==> src/rtl/alu_pkg.sv <==
// Shared opcodes, flag bit indices, condition codes, FSM state and latched-request types.
// Used by alu_issue_ctrl; the ALU_WAIT state exists only when ALU_ISSUE_OUTREG_EN is defined.
package alu_pkg;

  localparam logic [4:0] OP_AND = 5'h00;
  localparam logic [4:0] OP_EOR = 5'h01;
  localparam logic [4:0] OP_SUB = 5'h02;
  localparam logic [4:0] OP_RSB = 5'h03;
  localparam logic [4:0] OP_ADD = 5'h04;
  localparam logic [4:0] OP_TST = 5'h08;
  localparam logic [4:0] OP_TEQ = 5'h09;
  localparam logic [4:0] OP_CMP = 5'h0A;
  localparam logic [4:0] OP_CMN = 5'h0B;
  localparam logic [4:0] OP_ORR = 5'h0C;

  localparam int NEG = 0;
  localparam int ZER = 1;
  localparam int CAR = 2;
  localparam int OVR = 3;

  localparam logic [3:0] COND_EQ = 4'h0;
  localparam logic [3:0] COND_NE = 4'h1;
  localparam logic [3:0] COND_CS = 4'h2;
  localparam logic [3:0] COND_CC = 4'h3;
  localparam logic [3:0] COND_MI = 4'h4;
  localparam logic [3:0] COND_PL = 4'h5;
  localparam logic [3:0] COND_VS = 4'h6;
  localparam logic [3:0] COND_VC = 4'h7;
  localparam logic [3:0] COND_HI = 4'h8;
  localparam logic [3:0] COND_LS = 4'h9;
  localparam logic [3:0] COND_GE = 4'hA;
  localparam logic [3:0] COND_LT = 4'hB;
  localparam logic [3:0] COND_GT = 4'hC;
  localparam logic [3:0] COND_LE = 4'hD;
  localparam logic [3:0] COND_AL = 4'hE;
  localparam logic [3:0] COND_NV = 4'hF;

`ifdef ALU_ISSUE_OUTREG_EN
  typedef enum logic [1:0] {
    ST_IDLE     = 2'd0,
    ST_EXEC     = 2'd1,
    ST_ALU_WAIT = 2'd2,
    ST_RESP     = 2'd3
  } state_e;
`else
  typedef enum logic [1:0] {
    ST_IDLE = 2'd0,
    ST_EXEC = 2'd1,
    ST_RESP = 2'd2
  } state_e;
`endif

  typedef struct packed {
    logic [4:0]  op;
    logic [3:0]  cond;
    logic        s;
    logic [3:0]  rd;
    logic [31:0] a;
    logic [31:0] b;
  } req_t;

  function automatic logic op_supported(input logic [4:0] op);
    case (op)
      OP_AND, OP_EOR, OP_SUB, OP_RSB, OP_ADD,
      OP_TST, OP_TEQ, OP_CMP, OP_CMN, OP_ORR: return 1'b1;
      default: return 1'b0;
    endcase
  endfunction

  function automatic logic op_is_compare(input logic [4:0] op);
    return (op == OP_TST) || (op == OP_TEQ) || (op == OP_CMP) || (op == OP_CMN);
  endfunction

  // Arithmetic class owns C and V; logical ops only ever touch N and Z.
  function automatic logic op_is_arith(input logic [4:0] op);
    return (op == OP_SUB) || (op == OP_RSB) || (op == OP_ADD) ||
           (op == OP_CMP) || (op == OP_CMN);
  endfunction

endpackage

==> src/rtl/alu_issue_ctrl_cond_eval.sv <==
// Combinational ARM condition-code evaluator: cond + NZCV -> pass, zero latency.
// No handshake; output follows inputs directly.
module cond_eval
  import alu_pkg::*;
(
  input  logic [3:0] cond,
  input  logic [3:0] nzcv,
  output logic       pass
);

  logic n, z, c, v;

  assign n = nzcv[NEG];
  assign z = nzcv[ZER];
  assign c = nzcv[CAR];
  assign v = nzcv[OVR];

  always_comb begin
    pass = 1'b0;
    case (cond)
      COND_EQ: pass = z;
      COND_NE: pass = !z;
      COND_CS: pass = c;
      COND_CC: pass = !c;
      COND_MI: pass = n;
      COND_PL: pass = !n;
      COND_VS: pass = v;
      COND_VC: pass = !v;
      COND_HI: pass = c && !z;
      COND_LS: pass = !c || z;
      COND_GE: pass = (n == v);
      COND_LT: pass = (n != v);
      COND_GT: pass = !z && (n == v);
      COND_LE: pass = z || (n != v);
      COND_AL: pass = 1'b1;
      default: pass = 1'b0;
    endcase
  end

endmodule

==> src/rtl/alu_issue_ctrl.sv <==
// Single-issue ALU sequencer: accept -> EXEC -> RESP, wb_valid two cycles after accept (three with
// ALU_ISSUE_OUTREG_EN); req_ready only in IDLE, response held stable until wb_valid & wb_ready.
module alu_issue_ctrl
  import alu_pkg::*;
#(
  parameter logic [3:0] FLAGS_RESET = 4'b0000
) (
  input  logic        clk,
  input  logic        reset,
  input  logic        req_valid,
  output logic        req_ready,
  input  logic [4:0]  req_op,
  input  logic [3:0]  req_cond,
  input  logic        req_s,
  input  logic [3:0]  req_rd,
  input  logic [31:0] req_a,
  input  logic [31:0] req_b,
  output logic [31:0] alu_a,
  output logic [31:0] alu_b,
  output logic [4:0]  alu_opcode,
  input  logic [31:0] alu_c,
  input  logic [3:0]  alu_flags,
  output logic        wb_valid,
  input  logic        wb_ready,
  output logic [3:0]  wb_rd,
  output logic [31:0] wb_data,
  output logic        wb_we,
  output logic        wb_executed,
  output logic        wb_err,
  output logic [3:0]  flags
);

  state_e      state_q, state_d;
  req_t        req_q, req_d;
  logic [3:0]  flags_q, flags_d;
  logic [31:0] wb_data_q, wb_data_d;
  logic [3:0]  wb_rd_q, wb_rd_d;
  logic        wb_we_q, wb_we_d;
  logic        wb_executed_q, wb_executed_d;
  logic        wb_err_q, wb_err_d;

  logic [31:0] res_c;
  logic [3:0]  res_flags;
  logic        capture;
  logic        cond_pass;
  logic        supported;
  logic        compare;
  logic        upd_nz;
  logic        upd_all;

  cond_eval u_cond_eval (
    .cond (req_q.cond),
    .nzcv (flags_q),
    .pass (cond_pass)
  );

`ifdef ALU_ISSUE_OUTREG_EN
  logic [31:0] alu_c_q, alu_c_d;
  logic [3:0]  alu_flags_q, alu_flags_d;

  always_comb begin
    alu_c_d     = alu_c_q;
    alu_flags_d = alu_flags_q;
    if (state_q == ST_EXEC) begin
      alu_c_d     = alu_c;
      alu_flags_d = alu_flags;
    end
  end

  always_ff @(posedge clk) begin
    if (reset) begin
      alu_c_q     <= '0;
      alu_flags_q <= '0;
    end else begin
      alu_c_q     <= alu_c_d;
      alu_flags_q <= alu_flags_d;
    end
  end

  assign res_c     = alu_c_q;
  assign res_flags = alu_flags_q;
  assign capture   = (state_q == ST_ALU_WAIT);
`else
  assign res_c     = alu_c;
  assign res_flags = alu_flags;
  assign capture   = (state_q == ST_EXEC);
`endif

  assign supported = op_supported(req_q.op);
  assign compare   = op_is_compare(req_q.op);
  // Compares set flags regardless of S; arithmetic class additionally owns C/V.
  assign upd_nz    = cond_pass && supported && (compare || req_q.s);
  assign upd_all   = upd_nz && op_is_arith(req_q.op);

  always_comb begin
    state_d       = state_q;
    req_d         = req_q;
    flags_d       = flags_q;
    wb_data_d     = wb_data_q;
    wb_rd_d       = wb_rd_q;
    wb_we_d       = wb_we_q;
    wb_executed_d = wb_executed_q;
    wb_err_d      = wb_err_q;

    case (state_q)
      ST_IDLE: begin
        if (req_valid) begin
          req_d.op   = req_op;
          req_d.cond = req_cond;
          req_d.s    = req_s;
          req_d.rd   = req_rd;
          req_d.a    = req_a;
          req_d.b    = req_b;
          state_d    = ST_EXEC;
        end
      end
`ifdef ALU_ISSUE_OUTREG_EN
      ST_EXEC:     state_d = ST_ALU_WAIT;
      ST_ALU_WAIT: state_d = ST_RESP;
`else
      ST_EXEC:     state_d = ST_RESP;
`endif
      ST_RESP: begin
        if (wb_ready) state_d = ST_IDLE;
      end
      default: state_d = ST_IDLE;
    endcase

    if (capture) begin
      wb_data_d     = res_c;
      wb_rd_d       = req_q.rd;
      wb_err_d      = !supported;
      wb_executed_d = cond_pass;
      wb_we_d       = cond_pass && supported && !compare;
      if (upd_nz) begin
        flags_d[NEG] = res_flags[NEG];
        flags_d[ZER] = res_flags[ZER];
      end
      if (upd_all) begin
        flags_d[CAR] = res_flags[CAR];
        flags_d[OVR] = res_flags[OVR];
      end
    end
  end

  always_ff @(posedge clk) begin
    if (reset) begin
      state_q       <= ST_IDLE;
      req_q         <= '0;
      flags_q       <= FLAGS_RESET;
      wb_data_q     <= '0;
      wb_rd_q       <= '0;
      wb_we_q       <= 1'b0;
      wb_executed_q <= 1'b0;
      wb_err_q      <= 1'b0;
    end else begin
      state_q       <= state_d;
      req_q         <= req_d;
      flags_q       <= flags_d;
      wb_data_q     <= wb_data_d;
      wb_rd_q       <= wb_rd_d;
      wb_we_q       <= wb_we_d;
      wb_executed_q <= wb_executed_d;
      wb_err_q      <= wb_err_d;
    end
  end

  assign req_ready   = (state_q == ST_IDLE);
  assign wb_valid    = (state_q == ST_RESP);
  assign alu_a       = req_q.a;
  assign alu_b       = req_q.b;
  assign alu_opcode  = req_q.op;
  assign wb_data     = wb_data_q;
  assign wb_rd       = wb_rd_q;
  assign wb_we       = wb_we_q;
  assign wb_executed = wb_executed_q;
  assign wb_err      = wb_err_q;
  assign flags       = flags_q;

endmodule
==> config.mk <==
export PLATFORM = sky130hd
export DESIGN_NAME = alu_issue_ctrl
export DESIGN_NICKNAME = d
export VERILOG_FILES = /design/src/rtl/alu_pkg.sv /design/src/rtl/alu_issue_ctrl_cond_eval.sv /design/src/rtl/alu_issue_ctrl.sv
export SDC_FILE = /design/constraint.sdc
export NUM_CORES = 1
export LEC_CHECK = 0
export BUFFER_PORTS_ARGS = -buffer_cell sky130_fd_sc_hd__buf_2
export CAP_MARGIN = 20
export CORE_AREA = 2 2 116 96
export CTS_BUF_LIST = sky130_fd_sc_hd__clkbuf_4 sky130_fd_sc_hd__clkbuf_8 sky130_fd_sc_hd__clkbuf_16
export DETAILED_ROUTE_END_ITERATION = 16
export DIE_AREA = 0 0 118 98
export PLACE_DENSITY_LB_ADDON = 0.3
export SYNTH_ARGS = -nofsm -noshare
export SYNTH_HDL_FRONTEND = slang
export SYNTH_SLANG_ARGS = --single-unit
==> constraint.sdc <==
create_clock -name clk -period 3.2 [get_ports clk]
set_input_delay 0.16 -clock clk [delete_from_list [all_inputs] [get_ports clk]]
set_output_delay 0.16 -clock clk [all_outputs]
set_load 0.01 [all_outputs]
==> summary.txt, run 1 <==
Placed design
  • Routability cong.: 0.799
  • DP HPWL: 8780 um
  • I/O Buffers: 231

Logic synthesis
  • Post-synthesis compound-gate area fraction: 13.5%
  • Post-synth EDFFs: 0
  • Main combinational cell family by area after synthesis: simple AND/OR/NAND/NOR gates
  • Post-synthesis cell type count: 37
  • Synth area leaders: dfxtp_1, nand2_1, a21oi_1, buf_4, clkbuf_1
  • Cells after Synth: 648
  • Post-synth top cells: nand2_1, dfxtp_1, a21oi_1
  • Adder-Cell Fraction of Synth Area: 0%
  • Post-synthesis sequential area ratio: 49.0%
  • Xor and xnor area share after synthesis: 0.519%
  • Post-synth top area cell: dfxtp_1
  • Register bit total from synthesis: 124
  • Multiplexer share of the synthesized area: 0.791%
  • Top-area cell type share of the netlist area: 49.0%
  • Syn Area/Cell: 7.81 um2
  • Asr flop ratio synth: 0%
  • Syn nets: 766
  • Syn Std Cell Area: 5060 um2
  • Synth Flop Type: dfxtp_1
  • Simple-gate area share of the yosys netlist: 22.4%
  • YS warnings: 0
  • Most common cell in the netlist: nand2_1

Setup path
  • Reg-to-reg slack, setup: 1050 ps
  • Worst Setup Start Kind: register
  • Worst setup EP type: register
  • Crit path DAT: 2480 ps
  • Setup Crit Path Kind: reg -> reg
  • CP required: 3530 ps
  • Critical path peak fanout: 15

GRT
  • Global-route wire length before repair: 22600 um
  • Total global-route track usage: 24.0%
  • Largest net degree at the start of global routing: 50
  • Vias in the first global route: 4857
  • Initial antenna violation count: 0
  • Grt ovf: 0

Layout
  • Area of the multi-input gates: 1890 um2
  • Fill cells: 838
  • Share of layout cells above drive strength 1: 30.9%
  • Nets: 1004
  • Area Growth Syn to Fin: 44.5%
  • Reg area: 2480 um2

Routing
  • Starting DRT DRC Count: 261
  • Total iterations of the first detailed-routing run: 5
  • Wirelength per Cell: 13.5 um
  • Vias: 5062
  • DRT Wirelength: 14100 um
  • Post-route ant nets: 0
  • # DRC: 0
  • DR vias/cell: 4.85

CTS
  • Clock sink total: 124
  • Root Driver: clkbuf_16
  • Worst-path clk slew: 50 ps
  • Clock Tree Buf Depth: 2
  • Post-cts hold buffer count: 93
  • Clock Latency Late Sink: 410 ps
  • Resized Gates After CTS: 0
  • Num CTS Buffers: 17
  • Depth of the CTS H-tree: 4
  • CTS tree: done
  • Setup repair bufs after CTS: 0

Timing
  • Final hold vios: 0
  • Hold Worst Slack: 11.0 ps
  • Final worst path period share: 67.2%
  • Final clock skew: 7.29 ps
  • Relative max-transition margin: 39.5%
  • Endpoints failing setup: 0
  • Setup TNS: 0 ps
  • Max Fclk: 465 MHz
  • Final Critical Period: 2150 ps
  • RSZ-0062 raised after global routing: false
  • Slew Viols, Final: 0
  • Slew of the pin with the lowest slew margin: 904 ps

Die
  • Die area: 11600 um2
  • Initial cell density of the core: 48.2%
  • IO Pins: 232
  • Width of the die: 118 um
  • Row count: 34
  • Area of the core: 10500 um2
  • Die Ht: 98 um

Power and ir drop
  • Power density over the cells: 569 nW/um2
  • Lkg Pwr: 3.36 nW
  • Worst vdd ir: 0.367 mV

Job
  • Max Cap Viol: 0

Run status
  • Status: completed

Hold path
  • HP Class: in -> reg
==> cell type report <==
type	count	area share, %
Sequential cell	124	33.9
Antenna cell	1	0.0342
Clock buffer	21	6.31
Inverter	3	0.154
Timing Repair Buffer	331	29.3
Clock inverter	11	1.97
Multi-Input combinational cell	409	25.9
Tap cell	144	2.46
==> flip-flops by register name, indices dropped and copies added (netlist names), named ones only <==
register and flops:
wb_err 1, flags 4, wb_rd 4, req_q 9
alu_opcode 5, alu_a 32, wb_data 32, state_q 2
wb_executed 1, alu_b 32, wb_we 1
==> cells in the final DEF, fill, tap and decap left out, types with 2 or more instances in the layout <==
cell type      count
clkbuf_4           3
nand2b_1           7
nand3_1            2
xor2_1             2
nand2_1          231
nor3_1             3
dlygate4sd3_1     93
nor2_1            10
nor3b_1            4
bufinv_16          3
clkbuf_16         17
nand4_1            3
clkinvlp_4         4
buf_2            230
mux2i_1            4
nor2b_1            4
dfxtp_1          124
inv_1              2
buf_4              8
a21oi_1          118
clkinv_2           3
==> worst max-delay path: stages (launching register included) <==
cell and delay (ps):
dfxtp_1 620, xor2_1 170, or4_4 450, a41oi_4 210, nor3_2 60, or4_1 420
a21oi_1 140
==> kinds of logic after synthesis <==
logic type | count (synthesis)
AO/OA/AOI/OAI | 127
XOR/XNOR | 3
buffers and inverters | 115
flip-flops | 124
multiplexers | 4
AND/OR/NAND/NOR | 275
==> through the flow <==
stage | power [mW] | util, % | setup slack [ps] | std cells | area, um2
2_1_floorplan | 2.03 | - | 1370 | 648 | 5060
3_3_place_gp | 2.14 | 55.0 | 1170 | 918 | 5780
3_5_place_dp | 2.16 | 55.0 | 1060 | 918 | 5780
4_1_cts | 4.19 | 69.6 | 1050 | 1043 | 7310
5_1_grt | 4.32 | 69.6 | 922 | 1043 | 7310
6_report | 4.16 | 69.6 | 1050 | 1044 | 7320
==> per-layer routing <==
metal	vias up	share of wire [%]	global-route usage, %
met1	2336	41	27.2
li1	2497	-	-
met4	0	2.2	9.73
met2	200	51	43.5
met5	-	0	0
met3	29	5.7	5.84
==> final timing paths <==
| check | from | to | cells after the start |
|---|---|---|---|
| max | req_q[69]$_SDFFE_PP0P_ | wb_we$_SDFFE_PP0P_ | 6 |
| min | req_cond[0] | req_q[69]$_SDFFE_PP0P_ | 3 |
| max reg2reg | req_q[69]$_SDFFE_PP0P_ | wb_we$_SDFFE_PP0P_ | 6 |
| min reg2reg | req_q[64]$_SDFFE_PP0P_ | wb_rd[0]$_SDFFE_PP0P_ | 2 |
==> power by group <==
part | switching (mW) | internal (mW)
clock network | 0.671 | 1.27
registers | 0.0551 | 1.63
logic | 0.279 | 0.255
(Power assumes the default switching activity.)
==> run 2: changes to the inputs <==
--- a/config.mk
+++ b/config.mk
@@ -7,10 +7,10 @@
 export LEC_CHECK = 0
 export BUFFER_PORTS_ARGS = -buffer_cell sky130_fd_sc_hd__buf_2
 export CAP_MARGIN = 20
-export CORE_AREA = 2 2 116 96
+export CORE_AREA = 2 2 126 104
 export CTS_BUF_LIST = sky130_fd_sc_hd__clkbuf_4 sky130_fd_sc_hd__clkbuf_8 sky130_fd_sc_hd__clkbuf_16
 export DETAILED_ROUTE_END_ITERATION = 16
-export DIE_AREA = 0 0 118 98
+export DIE_AREA = 0 0 128 106
 export PLACE_DENSITY_LB_ADDON = 0.3
 export SYNTH_ARGS = -nofsm -noshare
 export SYNTH_HDL_FRONTEND = slang
==> constraint.sdc (replaced) <==
create_clock -name clk -period 1.9 [get_ports clk]
set_input_delay 0.095 -clock clk [delete_from_list [all_inputs] [get_ports clk]]
set_output_delay 0.095 -clock clk [all_outputs]
set_load 0.01 [all_outputs]
==> run 2 against run 1 <==
The flow now finishes with violations (setup timing). Power is 71% higher. Via count is 0.26% lower. Worst setup slack worse by 1100 ps. Sequential share of layout area is 1.9 points lower. Clock power is 68% higher. Sequential cell count stayed put. Final cell count is 4.5% higher. Non-clock buffer count is 38 higher. Count of clock-buffer cells in the layout is 2 lower. Register-to-register slack worse by 1100 ps. Worst hold slack better by 180 ps.
==> summary.txt, run 2 (same netlist as run 1, synthesis figures left out) <==
Power and ir drop
  • Clock network fraction of design power: 45.9% (was 46.6%)
  • Sequential share of power: 39.9% (was 40.6%)
  • Worst vdd ir: 0.569 mV (was 0.367 mV)
  • Power density over the cells: 914 nW/um2 (was 569 nW/um2)
  • Switching power total: 1.74 mW (was 1.01 mW)
  • Combinational fraction of design power: 14.2% (was 12.8%)
  • Lkg Pwr: 3.57 nW (was 3.36 nW)
  • Internal Power: 5.37 mW (was 3.16 mW)
  • Net Sw Frac: 24.4% (was 24.2%)

Timing
  • RSZ-0062 raised after global routing: true (was false)
  • Final Critical Period: 1910 ps (was 2150 ps)
  • Final hold vios: 0 (unchanged)
  • Endpoints failing setup: 1 (was 0)
  • Slew of the pin with the lowest slew margin: 627 ps (was 904 ps)
  • Slew Viols, Final: 0 (unchanged)
  • Final worst slack: -14.1 ps (was 1050 ps)
  • Relative max-transition margin: 58.2% (was 39.5%)
  • Final clock skew: 9.37 ps (was 7.29 ps)
  • Max Fclk: 522 MHz (was 465 MHz)
  • Hold Worst Slack: 193 ps (was 11.0 ps)
  • Final worst path period share: 101% (was 67.2%)

Placed design
  • Cell total after placement: 945 (was 918)
  • Pre-CTS WS: -57.4 ps (was 1060 ps)
  • Placed Area: 5970 um2 (was 5780 um2)
  • Routability cong.: 0.812 (was 0.799)
  • I/O Buffers: 231 (unchanged)
  • DP HPWL: 8550 um (was 8780 um)

CTS
  • Worst-path clk slew: 50 ps (about the same)
  • Root Driver: clkbuf_16 (unchanged)
  • Depth of the CTS H-tree: 4 (unchanged)
  • Clock sink total: 124 (unchanged)
  • CTS tree: done (unchanged)
  • Clock Latency Late Sink: 410 ps (about the same)
  • Num CTS Buffers: 17 (unchanged)
  • Clock Tree Buf Depth: 2 (unchanged)

Layout
  • Most frequent cells in the layout: nand2_1, buf_2, dfxtp_1, a21oi_1, dlygate4sd3_1 (unchanged)
  • Reg area: 2490 um2 (was 2480 um2)
  • Final non-filler cell total: 1091 (was 1044)
  • # diodes: 0 (was 1)
  • Area Growth Syn to Fin: 53.5% (was 44.5%)
  • Final instance area: 7770 um2 (was 7320 um2)
  • Area of the multi-input gates: 1930 um2 (was 1890 um2)
  • Most common cell after layout, fill and taps aside: nand2_1 (unchanged)
  • Fin util: 62.7% (was 69.6%)
  • Share of layout cells above drive strength 1: 32.5% (was 30.9%)
  • Nets: 1042 (was 1004)
  • Fill cells: 1040 (was 838)

GRT
  • Vias in the first global route: 4954 (was 4857)
  • Grt ovf: 0 (unchanged)
  • Total global-route track usage: 22.0% (was 24.0%)
  • Initial antenna violation count: 0 (unchanged)
  • Global-route wire length before repair: 23800 um (was 22600 um)
  • Largest net degree at the start of global routing: 58 (was 50)

Die
  • Row count: 37 (was 34)
  • Die area: 13600 um2 (was 11600 um2)
  • Area of the core: 12400 um2 (was 10500 um2)
  • Die Ht: 106 um (was 98 um)
  • IO Pins: 232 (unchanged)
  • Width of the die: 128 um (was 118 um)
  • Initial cell density of the core: 40.8% (was 48.2%)

Routing
  • Starting DRT DRC Count: 284 (was 261)
  • Wirelength per Cell: 13.9 um (was 13.5 um)
  • Post-route ant nets: 0 (unchanged)
  • # DRC: 0 (unchanged)
  • DRT Wirelength: 15100 um (was 14100 um)
  • DR vias/cell: 4.63 (was 4.85)
  • Vias: 5049 (was 5062)
  • Total iterations of the first detailed-routing run: 5 (unchanged)

Setup path
  • Setup crit start: req_q[69]$_SDFFE_PP0P_ (unchanged)
  • Worst setup EP type: register (unchanged)
  • Critical path peak fanout: 7 (was 15)
  • Crit path DAT: 2240 ps (was 2480 ps)
  • CP required: 2230 ps (was 3530 ps)
  • Reg2reg start: req_q[69]$_SDFFE_PP0P_ (unchanged)
  • Worst R2R Path Depth: 6 (unchanged)
  • Setup Crit Path Kind: reg -> reg (unchanged)
  • Worst Setup Start Kind: register (unchanged)

Hold path
  • HP Class: in -> reg (unchanged)
  • Hold Crit Depth: 2 (was 3)
  • Min-delay src: reset (was req_cond[0])

Run status
  • Failing checks: setup timing
  • Status: complete, but fails checks (was completed)

Job
  • Max Cap Viol: 0 (unchanged)
## run 2: changes by cell type in the layout (fill, tap and decap cells not counted), sizes merged
cell / before / now
buf: 238 / 254
clkbuf: 21 / 19
clkinv: 4 / 5
clkinvlp: 4 / 3
diode: 1 / 0
dlygate4sd3: 93 / 115
## run 2: area by class of cell
| cell class | count | area share (%) |
|---|---|---|
| flip-flops and latches | 124 | 32.1 |
| multi-input cells | 409 | 24.9 |
| repair buffers | 369 | 32.7 |
| clock inverters | 11 | 1.87 |
| clock buffers | 19 | 5.83 |
| inverters | 3 | 0.145 |
| well taps | 156 | 2.51 |
## run 2: layer usage
layer | vias up | wire [um] | track usage [%]
li1 | 2576 | - | -
met1 | 2271 | 6360 | 25.1
met2 | 173 | 7430 | 38.0
met3 | 29 | 993 | 7.15
met4 | 0 | 337 | 8.79
met5 | - | 0 | 0
## run 2: path summary, 6_finish.rpt
kind,to,slack [ps]
setup / recovery,wb_we$_SDFFE_PP0P_,-10
hold / removal,flags[1]$_SDFFE_PP0P_,190
hold reg to reg,alu_a[30]$_SDFFE_PP0P_,450
setup reg to reg,wb_we$_SDFFE_PP0P_,-10
## run 2: repair_timing
action                     4_1_cts  5_1_grt
hold endpoints to repair       116        0
setup buffers                    0        1
gates resized for setup          4       10
pin swaps                        0        3
setup endpoints to repair        3        4
hold buffers                   115        0
## run 2: worst max-delay path, stage by stage (launching register included)
cell	delay (ps)
dfxtp_2	350
xor2_1	190
or4_4	440
a41oi_4	230
nor3_2	70
or4_1	410
a21oi_1	150
## run 2: metrics by stage
| stage | power [mW] | setup TNS, ps |
|---|---|---|
| 6_report | 7.11 | -14.1 |
| 3_5_place_dp | 3.69 | -57.4 |
| 5_1_grt | 7.41 | -237 |
| 2_1_floorplan | 3.42 | 0 |
| 3_3_place_gp | 3.68 | -16.8 |
| 4_1_cts | 7.14 | -28.7 |
## run 2: power by group through the flow
stage,Combinational (mW),Sequential (mW),Clock (mW)
floorplan,0.531,2.89,0
global placement,0.800,2.88,0
detailed placement,0.802,2.89,0
CTS,0.989,2.83,3.32
global route,1.11,2.85,3.44
finish,1.01,2.84,3.26
